<file path="src/rtl/vec_pkg.sv">
// Shared types for the serial vector link.
// The vector width is fixed by the link; both ends of the link import these types.
package vec_pkg;
    localparam int VEC_W = 8;

    typedef logic [VEC_W-1:0] vec_t;

    typedef enum logic [0:0] {
        IDLE  = 1'b0,
        SHIFT = 1'b1
    } state_e;
endpackage

</file>
<file path="src/rtl/vector_ring.sv">
// Ring of NB vectors addressed by wrap-bit pointers.
// Storage is deliberately left unreset; only the pointers are reset.
module vector_ring
    import vec_pkg::*;
#(
    parameter int NB = 8
) (
    input  logic                clk,
    input  logic                rst_n,
    input  logic                push,
    input  logic                pop,
    input  vec_t                wr_data,
    output vec_t                rd_data,
    output logic                full,
    output logic                empty,
    output logic [$clog2(NB):0] count
);
    localparam int PW = $clog2(NB) + 1;
    localparam int AW = PW - 1;

    vec_t          mem [NB];
    logic [PW-1:0] prod_q, prod_d;
    logic [PW-1:0] cons_q, cons_d;
    logic          wr_en, rd_en;

    // Full and empty come from pre-edge pointers, so a same-cycle pop never frees room for a push.
    assign full    = (prod_q ^ cons_q) == PW'(NB);
    assign empty   = prod_q == cons_q;
    assign count   = prod_q - cons_q;
    assign rd_data = mem[cons_q[AW-1:0]];
    assign wr_en   = push && !full;
    assign rd_en   = pop && !empty;

    always_comb begin
        prod_d = prod_q;
        cons_d = cons_q;
        if (wr_en) prod_d = prod_q + PW'(1);
        if (rd_en) cons_d = cons_q + PW'(1);
    end

    always_ff @(posedge clk or negedge rst_n) begin
        if (!rst_n) begin
            prod_q <= '0;
            cons_q <= '0;
        end else begin
            prod_q <= prod_d;
            cons_q <= cons_d;
        end
    end

    always_ff @(posedge clk) begin
        if (wr_en) mem[prod_q[AW-1:0]] <= wr_data;
    end
endmodule

</file>
<file path="src/rtl/vector_serializer.sv">
// Transmit side of the serial vector link.
// Queues vectors in a ring and shifts them out MSB first under a valid/ready handshake.
module vector_serializer
    import vec_pkg::*;
#(
    parameter int NB_VECTORS = 8
) (
    input  logic                        clk,
    input  logic                        rst_n,
    input  logic [VEC_W-1:0]            vector,
    input  logic                        push,
    output logic                        ready,
    output logic                        bit_out,
    output logic                        bit_valid,
    input  logic                        bit_ready,
    output logic [$clog2(NB_VECTORS):0] count,
    output logic                        empty,
    output logic                        overflow
);
    localparam int IW = $clog2(VEC_W);

    state_e        state_q, state_d;
    vec_t          shreg_q, shreg_d;
    logic [IW-1:0] bit_idx_q, bit_idx_d;
    logic          overflow_q, overflow_d;

    logic ring_full, ring_empty;
    vec_t ring_rd;
    logic xfer, last, load;

    vector_ring #(.NB(NB_VECTORS)) u_ring (
        .clk     (clk),
        .rst_n   (rst_n),
        .push    (push),
        .pop     (load),
        .wr_data (vector),
        .rd_data (ring_rd),
        .full    (ring_full),
        .empty   (ring_empty),
        .count   (count)
    );

    assign xfer = (state_q == SHIFT) && bit_ready;
    assign last = bit_idx_q == IW'(VEC_W - 1);
    // Reloading on the last bit's transfer keeps back-to-back vectors free of bubbles.
    assign load = !ring_empty && ((state_q == IDLE) || (xfer && last));

    always_comb begin
        state_d    = state_q;
        shreg_d    = shreg_q;
        bit_idx_d  = bit_idx_q;
        overflow_d = overflow_q || (push && ring_full);
        if (load) begin
            state_d   = SHIFT;
            shreg_d   = ring_rd;
            bit_idx_d = '0;
        end else if (xfer) begin
            shreg_d   = shreg_q << 1;
            bit_idx_d = bit_idx_q + IW'(1);
            if (last) state_d = IDLE;
        end
    end

    always_ff @(posedge clk or negedge rst_n) begin
        if (!rst_n) begin
            state_q    <= IDLE;
            shreg_q    <= '0;
            bit_idx_q  <= '0;
            overflow_q <= 1'b0;
        end else begin
            state_q    <= state_d;
            shreg_q    <= shreg_d;
            bit_idx_q  <= bit_idx_d;
            overflow_q <= overflow_d;
        end
    end

    assign ready     = !ring_full;
    assign bit_valid = state_q == SHIFT;
    assign bit_out   = bit_valid ? shreg_q[VEC_W-1] : 1'b0;
    assign empty     = (count == '0) && (state_q == IDLE);
    assign overflow  = overflow_q;
endmodule
</file>
<file path="config.mk">
export PLATFORM = sky130hd
export DESIGN_NAME = vector_serializer
export DESIGN_NICKNAME = d
export VERILOG_FILES = /design/src/rtl/vec_pkg.sv /design/src/rtl/vector_ring.sv /design/src/rtl/vector_serializer.sv
export SDC_FILE = /design/constraint.sdc
export NUM_CORES = 1
export LEC_CHECK = 0
export BUFFER_PORTS_ARGS = -buffer_cell sky130_fd_sc_hd__buf_2
export CAP_MARGIN = 0
export CORE_MARGIN = 2
export CORE_UTILIZATION = 60
export CTS_CLUSTER_DIAMETER = 60
export DETAILED_ROUTE_END_ITERATION = 10
export HOLD_SLACK_MARGIN = 0.08
export PLACE_DENSITY = 0.79
export SYNTH_ARGS = -nofsm -noshare
export SYNTH_HDL_FRONTEND = slang
export SYNTH_SLANG_ARGS = --single-unit
</file>
<file path="constraint.sdc">
create_clock -name clk -period 3.3 [get_ports clk]
set_input_delay 0.825 -clock clk [delete_from_list [all_inputs] [get_ports clk]]
set_output_delay 0.825 -clock clk [all_outputs]
set_load 0.05 [all_outputs]
</file>
# [Word level (Yosys, flattened, before mapping)]
# Memories as Yosys holds them, arrays and structs flattened.
# Index checks and enable logic that the tools add are counted.
[op_classes] addsub=4 n_eq_ne=3 muxes=10 n_bitwise=2 reduce_logical=15
[op_table] cell="$mux W8" count=2
[op_table] cell="$add A4 B1 Y4 const B" count=2
[op_table] cell="$logic_and A1 B1 Y1" count=7
[op_table] cell="$mux W1" count=6
[op_table] cell="$mux W3" count=2
[op_table] cell="$eq A4 B4 Y1" count=1
[op_table] cell="$eq A4 B4 Y1 const B" count=1
[op_table] cell="$logic_not A4 Y1" count=1
[op_table] cell="$reduce_bool A2 Y1" count=2
[op_table] cell="$sub A4 B4 Y4" count=1
[op_table] cell="$xor A4 B4 Y4" count=1
[op_table] cell="$add A3 B1 Y3 const B" count=1
[op_table] cell="$eq A3 B3 Y1 const B" count=1
[op_table] cell="$logic_not A1 Y1" count=2
[op_table] cell="$logic_or A1 B1 Y1" count=2
[op_table] cell="$reduce_and A2 Y1" count=1
[op_table] cell="$not A1 Y1" count=1
[totals] register_bits=21 mem_bits_rw=64 out_inout_bits=9 wordCells=41 memories=1
[mem_list] name="u_ring.mem" words=8 width=8 read_ports=1 rd_ports_with_merged_regs=0 wr=1 line_no="vector_ring.sv:21" source="vec_t mem [NB];"

# [Longest topological paths before layout]
# Gate-level depths: netlist of the first run.
[depth] word_depth=6 mapped_depth=9 ltp_nobuf=6

# [Modules after synthesis]
# Synthesis of the first run repeated with hierarchy kept, for this count alone.
[unflattened] hier_cells=219 area_unflattened_um2=3648.5
[by_module_without_submodules] module="vector_ring" n_inst=1 cells_each=167 area_per_inst_um2=2990.4
[by_module_without_submodules] module="vector_serializer" n_inst=1 cells_each=52 area_per_inst_um2=658.1

# [Worst setup path after synthesis of the first run]
# No wires, ideal clock.
[synth_path] path_kind="register -> output" start="reg u_ring.prod_q[0]" end="out empty" arrival_time_ns=2.920 required_ns=2.475 slack_ns=-0.445 stages_incl_launch_ff=7 n_path_buf=0 cell_sequence="dfrtp_1 inv_1 ha_1 fa_1 inv_1 or3_1 a211oi_1"
[synth_between] elab_chain_len=3
[synth_lines] element="start: declaration" line_no="vector_ring.sv:22" source="logic [PW-1:0] prod_q, prod_d;"
[synth_lines] element="start signal: assignment" line_no="vector_ring.sv:46" source="prod_q <= prod_d;"
[synth_lines] element="$sub A4 B4 Y4" line_no="vector_ring.sv:29" source="assign count = prod_q - cons_q;"
[synth_lines] element="via count[1]" line_no="vector_serializer.sv:16" source="output logic [$clog2(NB_VECTORS):0] count,"
[synth_lines] element="$logic_not A4 Y1" line_no="vector_serializer.sv:81" source="assign empty = (count == '0) && (state_q == IDLE);"
[synth_lines] element="$logic_and A1 B1 Y1" line_no="vector_serializer.sv:81"
[synth_lines] element="end: declaration" line_no="vector_serializer.sv:17" source="output logic empty,"
# The timed path passes the listed nets, and every way through them passes these cells.

# [Worst setup path after layout of the first run]
[layout_path] start="reg u_ring.prod_q[0]" end="out empty"
[layout_between] elab_chain_len=3
[layout_lines] element="$sub A4 B4 Y4" line_no="vector_ring.sv:29"
[layout_lines] element="$logic_not A4 Y1" line_no="vector_serializer.sv:81"
[layout_lines] element="$logic_and A1 B1 Y1" line_no="vector_serializer.sv:81"
# No other way between the ends.

==> flow_metrics.tcl, run 1 <==
set metrics [dict create \
    ant_nets 0 \
    synth_top_family_by_area "multiplexers" \
    dp_cells 317 \
    dp_slack_ns 0.4500 \
    grt_max_degree 25 \
    grt_pass1_vias 1902 \
    coreArea_um2 5816 \
    grt_pass1_wl_um 9411 \
    clk_pin_slew_ns 0.08 \
    cts_buffers 9 \
    critPathMaxStageDelay_ns 0.48 \
    globalplace.congestion 0.7849 \
    firstDrtPassIters 5 \
    reg2reg_to "u_ring.mem[7][1]$_DFFE_PP_" \
    finalWorstSetupSlack_ns 0.1273 \
    num_vias 1906 \
    min_period_over_period_pct 96.14 \
    ios 21 \
    final_util_pct 68.61 \
    synth_xor_area_share_pct 2.424 \
    status "finished clean" \
    drc 0 \
    synth.net_count 242 \
    ir_worst_vdd_mv 1.107 \
    path_cells "inv_1 -> ha_1 -> fa_1 -> inv_1 -> or3_1 -> a211oi_2 -> buf_4" \
    fin_nets 273 \
    cts_tree "yes" \
    tightest_slew_ns 0.6056 \
    clk_latency_ns 0.35 \
    root_buffer "clkbuf_8" \
    worstPathArrival_ns 2.35 \
    dp_hpwl_um 3812 \
    ys_ff_latch 85 \
    cp_slowest_cell "fa_1" \
    sw_frac_of_total_pct 37.08 \
    holdBufCountCts 0 \
    synth_compound_area_share_pct 5.515 \
    relSlewSlack_pct 59.48 \
    start_util_pct 61.25 \
    crit_fanout 4 \
    hold_viol 0 \
    die_area_um2 6569 \
    p_leak_nw 1.499 \
    p_int_mw 2.373 \
    required_ns 2.47 \
    fin_cells 333 \
    stdcell_area_um2 3990 \
    maxSlewViolCount 0 \
    grt-ovfl-total 0 \
    synthesis.area_um2 3562 \
    synth_cell_types 34 \
    fmax_mhz 315.2 \
    critical_path.endpoint "empty" \
    htree_levels 3 \
    rrSetupSlack_ns 0.78 \
    muxShareOfSynthArea_pct 10.43 \
    ff2ff_path_depth 6 \
    cts.sinks 85 \
    power_frac_seq_pct 40.0 \
    place_area_um2 3774 \
    avgRoutedWirePerCell_um 17.85 \
    endpoint_kind "output port" \
    netlist_instances 222 \
    grt.total_usage_pct 20.26 \
    yosysSeqAreaShare_pct 68.70 \
    synthAdderAreaFrac_pct 3.021 \
    drive_gt1_share_pct 25.19 \
    post-cts-setup-buffers 0 \
    reg2reg_from "u_ring.cons_q[2]$_DFFE_PN0P_" \
    via_per_inst 5.724 \
    avgSynthCellArea_um2 16.05 \
    start_kind "register" \
    antenna_cells 0 \
    tns_ns 0 \
    cap_violations 0 \
    syn2layout_area_growth_pct 12.01 \
    hold_class "in -> async" \
    p_switching_mw 1.399 \
    cpMostUsedCell "inv_1" \
    crit_buf_inv 3 \
    drt_iter0_markers 164 \
    fin_skew_ns 0.01004 \
    wl_um 5943 \
    p_per_area_nw_per_um2 945.4 \
    antenna_found_initial 0 \
    die_w_um 81.05 \
    die_h_um 81.05 \
    io_buffer_count 20 \
    setup.worst_path.class "reg -> out" \
    yosys_warnings 0 \
    setup_violations 0 \
    clk_path_buf_depth 2 \
    grt_setup_unrepaired "no" \
    cp_top_family "adder cells" \
    combPwrFrac_pct 39.4 \
    synth-simple-area-share_pct 7.201 \
    p_clk_share_pct 20.5 \
    path_depth 7 \
    crit_start "u_ring.prod_q[0]$_DFFE_PN0P_" \
    fin_crit_ns 3.173 \
    rows 28 \
]
-- worst min path at each step --
stage	startpoint	to	slack (ns)	depth (start not counted)
after floorplan	shreg_q[0]$_DFFE_PN0P_	shreg_q[0]$_DFFE_PN0P_	0.49	2
after global placement	overflow$_DFF_PN0_	overflow$_DFF_PN0_	0.44	1
after detailed placement	overflow$_DFF_PN0_	overflow$_DFF_PN0_	0.44	1
after CTS	rst_n	shreg_q[3]$_DFFE_PN0P_	0.42	1
after global routing	rst_n	overflow$_DFF_PN0_	0.46	1
final	rst_n	u_ring.prod_q[3]$_DFFE_PN0P_	0.41	1
-- state kept, by name, summed over array words and instances, names as in the netlist --
signal	count
bit_idx_q	3
bit_valid	1
overflow	1
shreg_q	8
u_ring.cons_q	4
u_ring.mem	64
u_ring.prod_q	4
-- per-layer routing --
| layer | vias to the layer above | share of wire [%] | global-route usage (%) |
|---|---|---|---|
| li1 | 898 | - | - |
| met1 | 951 | 46 | 28.29 |
| met2 | 46 | 47 | 32.56 |
| met3 | 11 | 5.9 | 4.111 |
| met4 | 0 | 1.2 | 6.610 |
| met5 | - | 0 | 0 |
-- cell usage in the layout (no fill, tap or decap), types with 7 or more instances in the layout --
master and count:
clkbuf_8 9, nand2_1 30, and3_1 7, mux4_2 16
a31oi_1 7, dfrtp_1 21, ha_1 7, buf_2 19
inv_1 8, buf_4 11, a211oi_1 7, nor2_1 7
edfxtp_1 64
-- timing repair --
action / in CTS / in global routing
hold endpoints to repair: 0 / 0
setup endpoints to repair: 0 / 1
resized for setup: 0 / 2
-- area by class of cell --
| class | count | area, um^2 |
|---|---|---|
| multi-input combinational | 118 | 1023 |
| inverter | 9 | 33.78 |
| sequential | 85 | 2447 |
| timing repair buffer | 30 | 177.7 |
| clock buffer | 9 | 123.9 |
| tap | 75 | 93.84 |
| fill | 393 | 1826 |
| clock inverter | 7 | 90.09 |
-- power groups by stage --
stage	logic, mW	clock network, mW	registers, mW
2_1_floorplan	1.18	0	1.51
3_3_place_gp	1.48	0	1.52
3_5_place_dp	1.49	0	1.53
4_1_cts	1.50	0.786	1.51
5_1_grt	1.63	0.816	1.54
6_report	1.49	0.774	1.51
-- cells in the mapped netlist (all sizes together) --
cell	n	area, um^2
a211o	1	8.760
xor2	3	33.79
and2	2	12.51
nand2	30	112.6
nand3	4	20.02
edfxtp	64	1922
or3	2	12.51
buf	8	55.05
clkbuf	2	7.510
a2bb2oi	1	26.28
a31oi	7	43.79
a211oi	8	60.06
o21ai	5	25.02
fa	1	20.02
and3	7	43.79
o21a	1	7.510
a21o	2	15.01
nand2b	1	6.260
nor3	2	10.01
clkinv	1	3.750
dfrtp	21	525.5
mux2	1	11.26
inv	8	30.03
xnor2	6	52.55
nor2b	1	6.260
nand4	1	6.260
nor2	7	26.28
mux4	16	360.4
ha	7	87.58
a21oi	2	10.01
-- through the flow --
stage                     hold slack [ns]  power (mW)
final                              0.4121       3.772
after global routing               0.4631       3.984
after CTS                          0.4219       3.795
after detailed placement           0.4424       3.028
after global placement             0.4353       3.001
after floorplan                    0.4881       2.687
-- cell families (layout without fill, tap and decap cells) --
group | count (synthesis) | in the layout
buf+inv | 19 | 55
simple gates | 57 | 57
flops | 85 | 85
fa+ha+maj | 8 | 8
xor+xnor | 9 | 9
mux | 17 | 17
compound gates | 27 | 27
No activity file was read; power rests on OpenSTA's default activity.
==> run 2: changes to the inputs <==
- CORE_UTILIZATION: 60 -> 62
- CTS_BUF_LIST: unset -> sky130_fd_sc_hd__clkbuf_8
- PLACE_DENSITY: 0.79 -> 0.81
==> run 2 against run 1 <==
Against the previous run: via count increased by 2.4%; combinational power barely moved; sequential share of layout area up 0.12 points; fmax is 0.45% higher; critical path type unchanged.
==> flow_metrics.tcl, run 2 (synthesized netlist as in run 1, its figures left out) <==
set metrics [dict create \
    status "finished clean" \
    avgRoutedWirePerCell_um 18.53 \
    root_buffer "clkbuf_8" \
    hold_viol 0 \
    cts_tree "yes" \
    antenna_cells 0 \
    cp_top_family "adder cells" \
    required_ns 2.47 \
    grt_max_degree 25 \
    path_cells "inv_1 -> ha_1 -> fa_1 -> inv_1 -> or3_1 -> a211oi_2 -> buf_6" \
    crit_fanout 4 \
    tightest_slew_ns 0.5740 \
    grt_pass1_vias 1883 \
    largest_reg_flops 64 \
    firstDrtPassIters 4 \
    grt_setup_unrepaired "no" \
    p_leak_nw 1.496 \
    coreArea_um2 5540 \
    cts.sinks 85 \
    p_int_mw 2.316 \
    fin_crit_ns 3.158 \
    power_frac_seq_pct 40.3 \
    io_buffer_count 20 \
    place_area_um2 3770 \
    fillers 360 \
    reg2reg_to "u_ring.mem[7][1]$_DFFE_PP_" \
    fin_nets 274 \
    endpoint_kind "output port" \
    relSlewSlack_pct 61.60 \
    wl_um 6134 \
    clk_pin_slew_ns 0.09 \
    crit_buf_inv 3 \
    setup.worst_path.class "reg -> out" \
    sw_frac_of_total_pct 38.22 \
    mostFrequentLayoutCells "edfxtp_1, nand2_1, dfrtp_1" \
    p_per_area_nw_per_um2 941.2 \
    hold_class "in -> async" \
    cpMostUsedCell "inv_1" \
    ff2ff_path_depth 6 \
    crit_start "u_ring.prod_q[0]$_DFFE_PN0P_" \
    grt_pass1_wl_um 9666 \
    num_vias 1951 \
    stdcell_area_um2 3983 \
    regArea_um2 2447 \
    drt_iter0_markers 238 \
    start_kind "register" \
    cts_buffers 9 \
    tns_ns 0 \
    cp_slowest_cell "fa_1" \
    die_h_um 79.80 \
    rows 27 \
    combPwrFrac_pct 40.3 \
    multi_input_area_um2 1023 \
    reg2reg_from "u_ring.cons_q[2]$_DFFE_PN0P_" \
    critPathMaxStageDelay_ns 0.49 \
    rrSetupSlack_ns 0.76 \
    drive_gt1_share_pct 25.48 \
    drc 0 \
    via_per_inst 5.894 \
    maxSlewViolCount 0 \
    syn2layout_area_growth_pct 11.80 \
    hold_ws_ns 0.4184 \
    htree_levels 3 \
    p_switching_mw 1.433 \
    antenna_found_initial 0 \
    p_clk_share_pct 19.4 \
    die_w_um 79.80 \
    worstPathArrival_ns 2.33 \
    ir_worst_vdd_mv 1.115 \
    cap_violations 0 \
    path_depth 7 \
    final_common_cell "edfxtp_1" \
    fmax_mhz 316.6 \
    fin_skew_ns 0.006411 \
    clk_latency_ns 0.35 \
    setup_violations 0 \
    start_util_pct 64.30 \
    ant_nets 0 \
    min_period_over_period_pct 95.71 \
    globalplace.congestion 0.7735 \
    grt-ovfl-total 0 \
    clk_path_buf_depth 2 \
    die_area_um2 6368 \
    grt.total_usage_pct 21.40 \
    ios 21 \
    dp_hpwl_um 3948 \
]
-- run 2: worst reg2reg max path: cells and delay by family, from the launching register on --
| kind | cells | cell delay, ns |
|---|---|---|
| buffers and inverters | 2 | 0.49 |
| and+or+nand+nor | 2 | 0.63 |
| DFF | 1 | 0.56 |
| adders and majority gates | 1 | 0.36 |
| AOI/OAI and AO/OA | 1 | 0.15 |
-- run 2: metrics by stage --
step | power, mW | std cells | util, % | setup WS, ns
global route | 3.954 | 331 | 71.88 | 0.01776
finish | 3.748 | 331 | 71.88 | 0.1415
detailed placement | 3.046 | 314 | 68.04 | 0.4240
CTS | 3.766 | 330 | 71.64 | 0.04414
global placement | 2.992 | 314 | 68.04 | 0.4859
floorplan | 2.687 | 222 | - | 0.01679
-- run 2: what timing repair did --
action / CTS / global route
endpoints found under the setup margin: 0 / 1
endpoints found under the hold margin: 0 / 0
hold buffers: 0 / 0
resized for setup: 0 / 3
buffers inserted: 0 / 1
-- run 2: power groups by stage --
stage	Combinational, mW	Sequential (mW)	Clock, mW
floorplan	1.18	1.51	0
global placement	1.47	1.52	0
detailed placement	1.51	1.53	0
CTS	1.52	1.51	0.737
global route	1.64	1.54	0.774
finish	1.51	1.51	0.726
-- run 2: how the worst max path moves through the flow --
stage | to
after global placement | empty
after global routing | empty
after CTS | empty
final | empty
after detailed placement | empty
after floorplan | empty
-- run 2: layout make-up --
type / instances / share of cell area [%]
sequential: 85 / 61.45
multi-input combinational: 118 / 25.70
timing repair buffer: 31 / 4.744
clock buffer: 9 / 3.110
tap: 72 / 2.262
clock inverter: 7 / 1.885
inverter: 9 / 0.8483
-- run 2: metal layers --
layer  vias to the layer above  share of wire (%)  track usage [%]
met5                         -                  0                0
li1                        905                  -                -
met1                       982                 44            30.65
met4                         0                2.4            9.322
met3                        13                4.9            5.090
met2                        51                 48            31.93
==> run 3: changes to the inputs <==
- CORE_UTILIZATION: 62 -> 63
- PLACE_DENSITY: 0.81 -> 0.82
- SYNTH_HIERARCHICAL: unset -> 1
==> run 3 against run 2 <==
Against the previous run: core utilization increased by 2.6 points; clock skew increased by 0.00088 ns; fmax decreased by 1.7%; sequential power about the same; via count decreased by 1.7%; die area increased by 0.75%; global-route usage about the same; largest power group is now combinational cells.
==> flow_metrics.tcl, run 3 <==
set metrics [dict create \
    cpMostUsedCell "inv_1" \
    finalWorstSetupSlack_ns 0.08819 \
    start_kind "register" \
    htree_levels 3 \
    drt_iter0_markers 146 \
    drive_gt1_share_pct 35.63 \
    synthAdderAreaFrac_pct 2.949 \
    yosysTopAreaCell "edfxtp_1" \
    cts_tree "yes" \
    die_w_um 80.10 \
    cp_top_family "adder cells" \
    coreArea_um2 5540 \
    yosys_warnings 6 \
    synth_top_family_by_area "multiplexers" \
    setup_violations 0 \
    ios 21 \
    die_h_um 80.10 \
    grt_setup_unrepaired "no" \
    synth_xor_area_share_pct 2.846 \
    largest_reg_flops 64 \
    grt_pass1_wl_um 9639 \
    start_util_pct 65.85 \
    relSlewSlack_pct 50.14 \
    p_leak_nw 1.596 \
    synth-edff-count 64 \
    clk_latency_ns 0.34 \
    via_per_inst 5.760 \
    rows 27 \
    critPathMaxStageDelay_ns 0.54 \
    globalplace.congestion 0.7669 \
    synth.most_common_cell "edfxtp_1" \
    hold_ws_ns 0.4371 \
    muxShareOfSynthArea_pct 15.91 \
    root_buffer "clkbuf_8" \
    hold_viol 0 \
    synthArstFlopShare_pct 24.71 \
    status "finished clean" \
    dp_cells 314 \
    synthTopCellsByCount "edfxtp_1, nand2_1, dfrtp_1" \
    synth_area_leaders "edfxtp_1, dfrtp_1, mux4_2" \
    io_buffer_count 20 \
    final_common_cell "edfxtp_1" \
    fin_crit_ns 3.212 \
    fmax_mhz 311.4 \
    yosysSeqAreaShare_pct 67.08 \
    endpoint_kind "output port" \
    path_cells "inv_1 -> ha_2 -> fa_1 -> inv_1 -> or4_4 -> nor2_4 -> buf_8" \
    drc 0 \
    cap_violations 0 \
    ant_nets 0 \
    antenna_found_initial 0 \
    avgRoutedWirePerCell_um 19.20 \
    synth_flop_cell "edfxtp_1" \
    synthesis.area_um2 3648 \
    tightest_slew_ns 0.7451 \
    num_vias 1918 \
    synth_cell_types 32 \
    crit_buf_inv 3 \
    required_ns 2.47 \
    maxSlewViolCount 0 \
    syn2layout_area_growth_pct 13.10 \
    mostFrequentLayoutCells "edfxtp_1, nand2_1, dfrtp_1, buf_2, mux4_2" \
    clk_path_buf_depth 2 \
    fin_cells 333 \
    firstDrtPassIters 5 \
    grt_max_degree 22 \
    wl_um 6394 \
    grt.total_usage_pct 21.38 \
    clk_pin_slew_ns 0.09 \
    min_period_over_period_pct 97.33 \
    cp_slowest_cell "or4_4" \
    tns_ns 0 \
    fin_nets 276 \
    hold_class "in -> async" \
    final_util_pct 74.48 \
    synth-simple-area-share_pct 6.310 \
    ys_ff_latch 85 \
    antenna_cells 0 \
    dp_slack_ns 0.2427 \
    netlist_instances 219 \
    crit_fanout 4 \
    p_per_area_nw_per_um2 957.0 \
    fin_skew_ns 0.007290 \
    grt-ovfl-total 0 \
    synth.net_count 239 \
    grt_pass1_vias 1813 \
    cts.sinks 85 \
    dp_hpwl_um 4094 \
    ir_worst_vdd_mv 0.7499 \
    synth_compound_area_share_pct 1.989 \
    cts_buffers 9 \
    avgSynthCellArea_um2 16.66 \
    worstPathArrival_ns 2.39 \
    synth_top_area_share_pct 52.67 \
    holdBufCountCts 0 \
    setup.worst_path.class "reg -> out" \
    die_area_um2 6416 \
]
[run 3: per-stage QoR]
stage / total power [mW] / cell area [um^2]
global route: 4.132 / 4126
floorplan: 2.858 / 3695
finish: 3.949 / 4126
detailed placement: 3.209 / 3890
CTS: 3.951 / 4113
global placement: 3.153 / 3890
[run 3: timing repair]
item,4_1_cts,5_1_grt
buffers inserted,2,1
endpoints found under the setup margin,1,1
pin swaps,0,1
resized for setup,4,2
[run 3: logic make-up after synthesis]
| kind of cell | Yosys count |
|---|---|
| and+or+nand+nor | 55 |
| DFF | 85 |
| muxes | 33 |
| buffers and inverters | 18 |
| adders and majority gates | 8 |
| AOI/OAI and AO/OA | 9 |
| xor gates and xnor gates | 11 |
[run 3: layout make-up]
type	instances	area, um^2
inverters	11	41.29
clock buffers	9	123.9
clock inverters	7	75.07
well taps	72	90.09
fillers	347	1414
multi-input cells	116	1139
flip-flops and latches	85	2450
repair buffers	33	207.7
[run 3: final timing paths]
path / start / end / slack, ns / cells past startpoint
max: u_ring/prod_q[0]$_DFFE_PN0P_ / empty / 0.09 / 7
min: rst_n / shreg_q[4]$_DFFE_PN0P_ / 0.44 / 1
max reg2reg: u_ring/prod_q[2]$_DFFE_PN0P_ / u_ring/mem[6][1]$_DFFE_PP_ / 0.95 / 4
min reg2reg: overflow$_DFF_PN0_ / overflow$_DFF_PN0_ / 0.46 / 1
max in group asynchronous: rst_n / u_ring/prod_q[0]$_DFFE_PN0P_ / 2.50 / 1
min in group clk: overflow$_DFF_PN0_ / overflow$_DFF_PN0_ / 0.46 / 1
[run 3: report_power, final]
| part | internal [mW] | leakage, nW | switching, mW | total (mW) |
|---|---|---|---|---|
| logic | 0.685 | 0.659 | 1.05 | 1.73 |
| registers | 1.38 | 0.838 | 0.113 | 1.50 |
| clock network | 0.353 | 0.0988 | 0.366 | 0.719 |
[run 3: worst register-to-register path, cell delays in order (launching register included)]
cell	delay [ns]
dfrtp_1	0.48
ha_1	0.42
nand3_1	0.29
o211ai_2	0.17
nor2_1	0.62
[run 3: routing by layer]
metal  GRT usage (%)  share of wire [%]
met2           32.50                 49
met4           8.136               0.80
met5               0                  0
met1           31.34                 45
met3           3.933                5.7
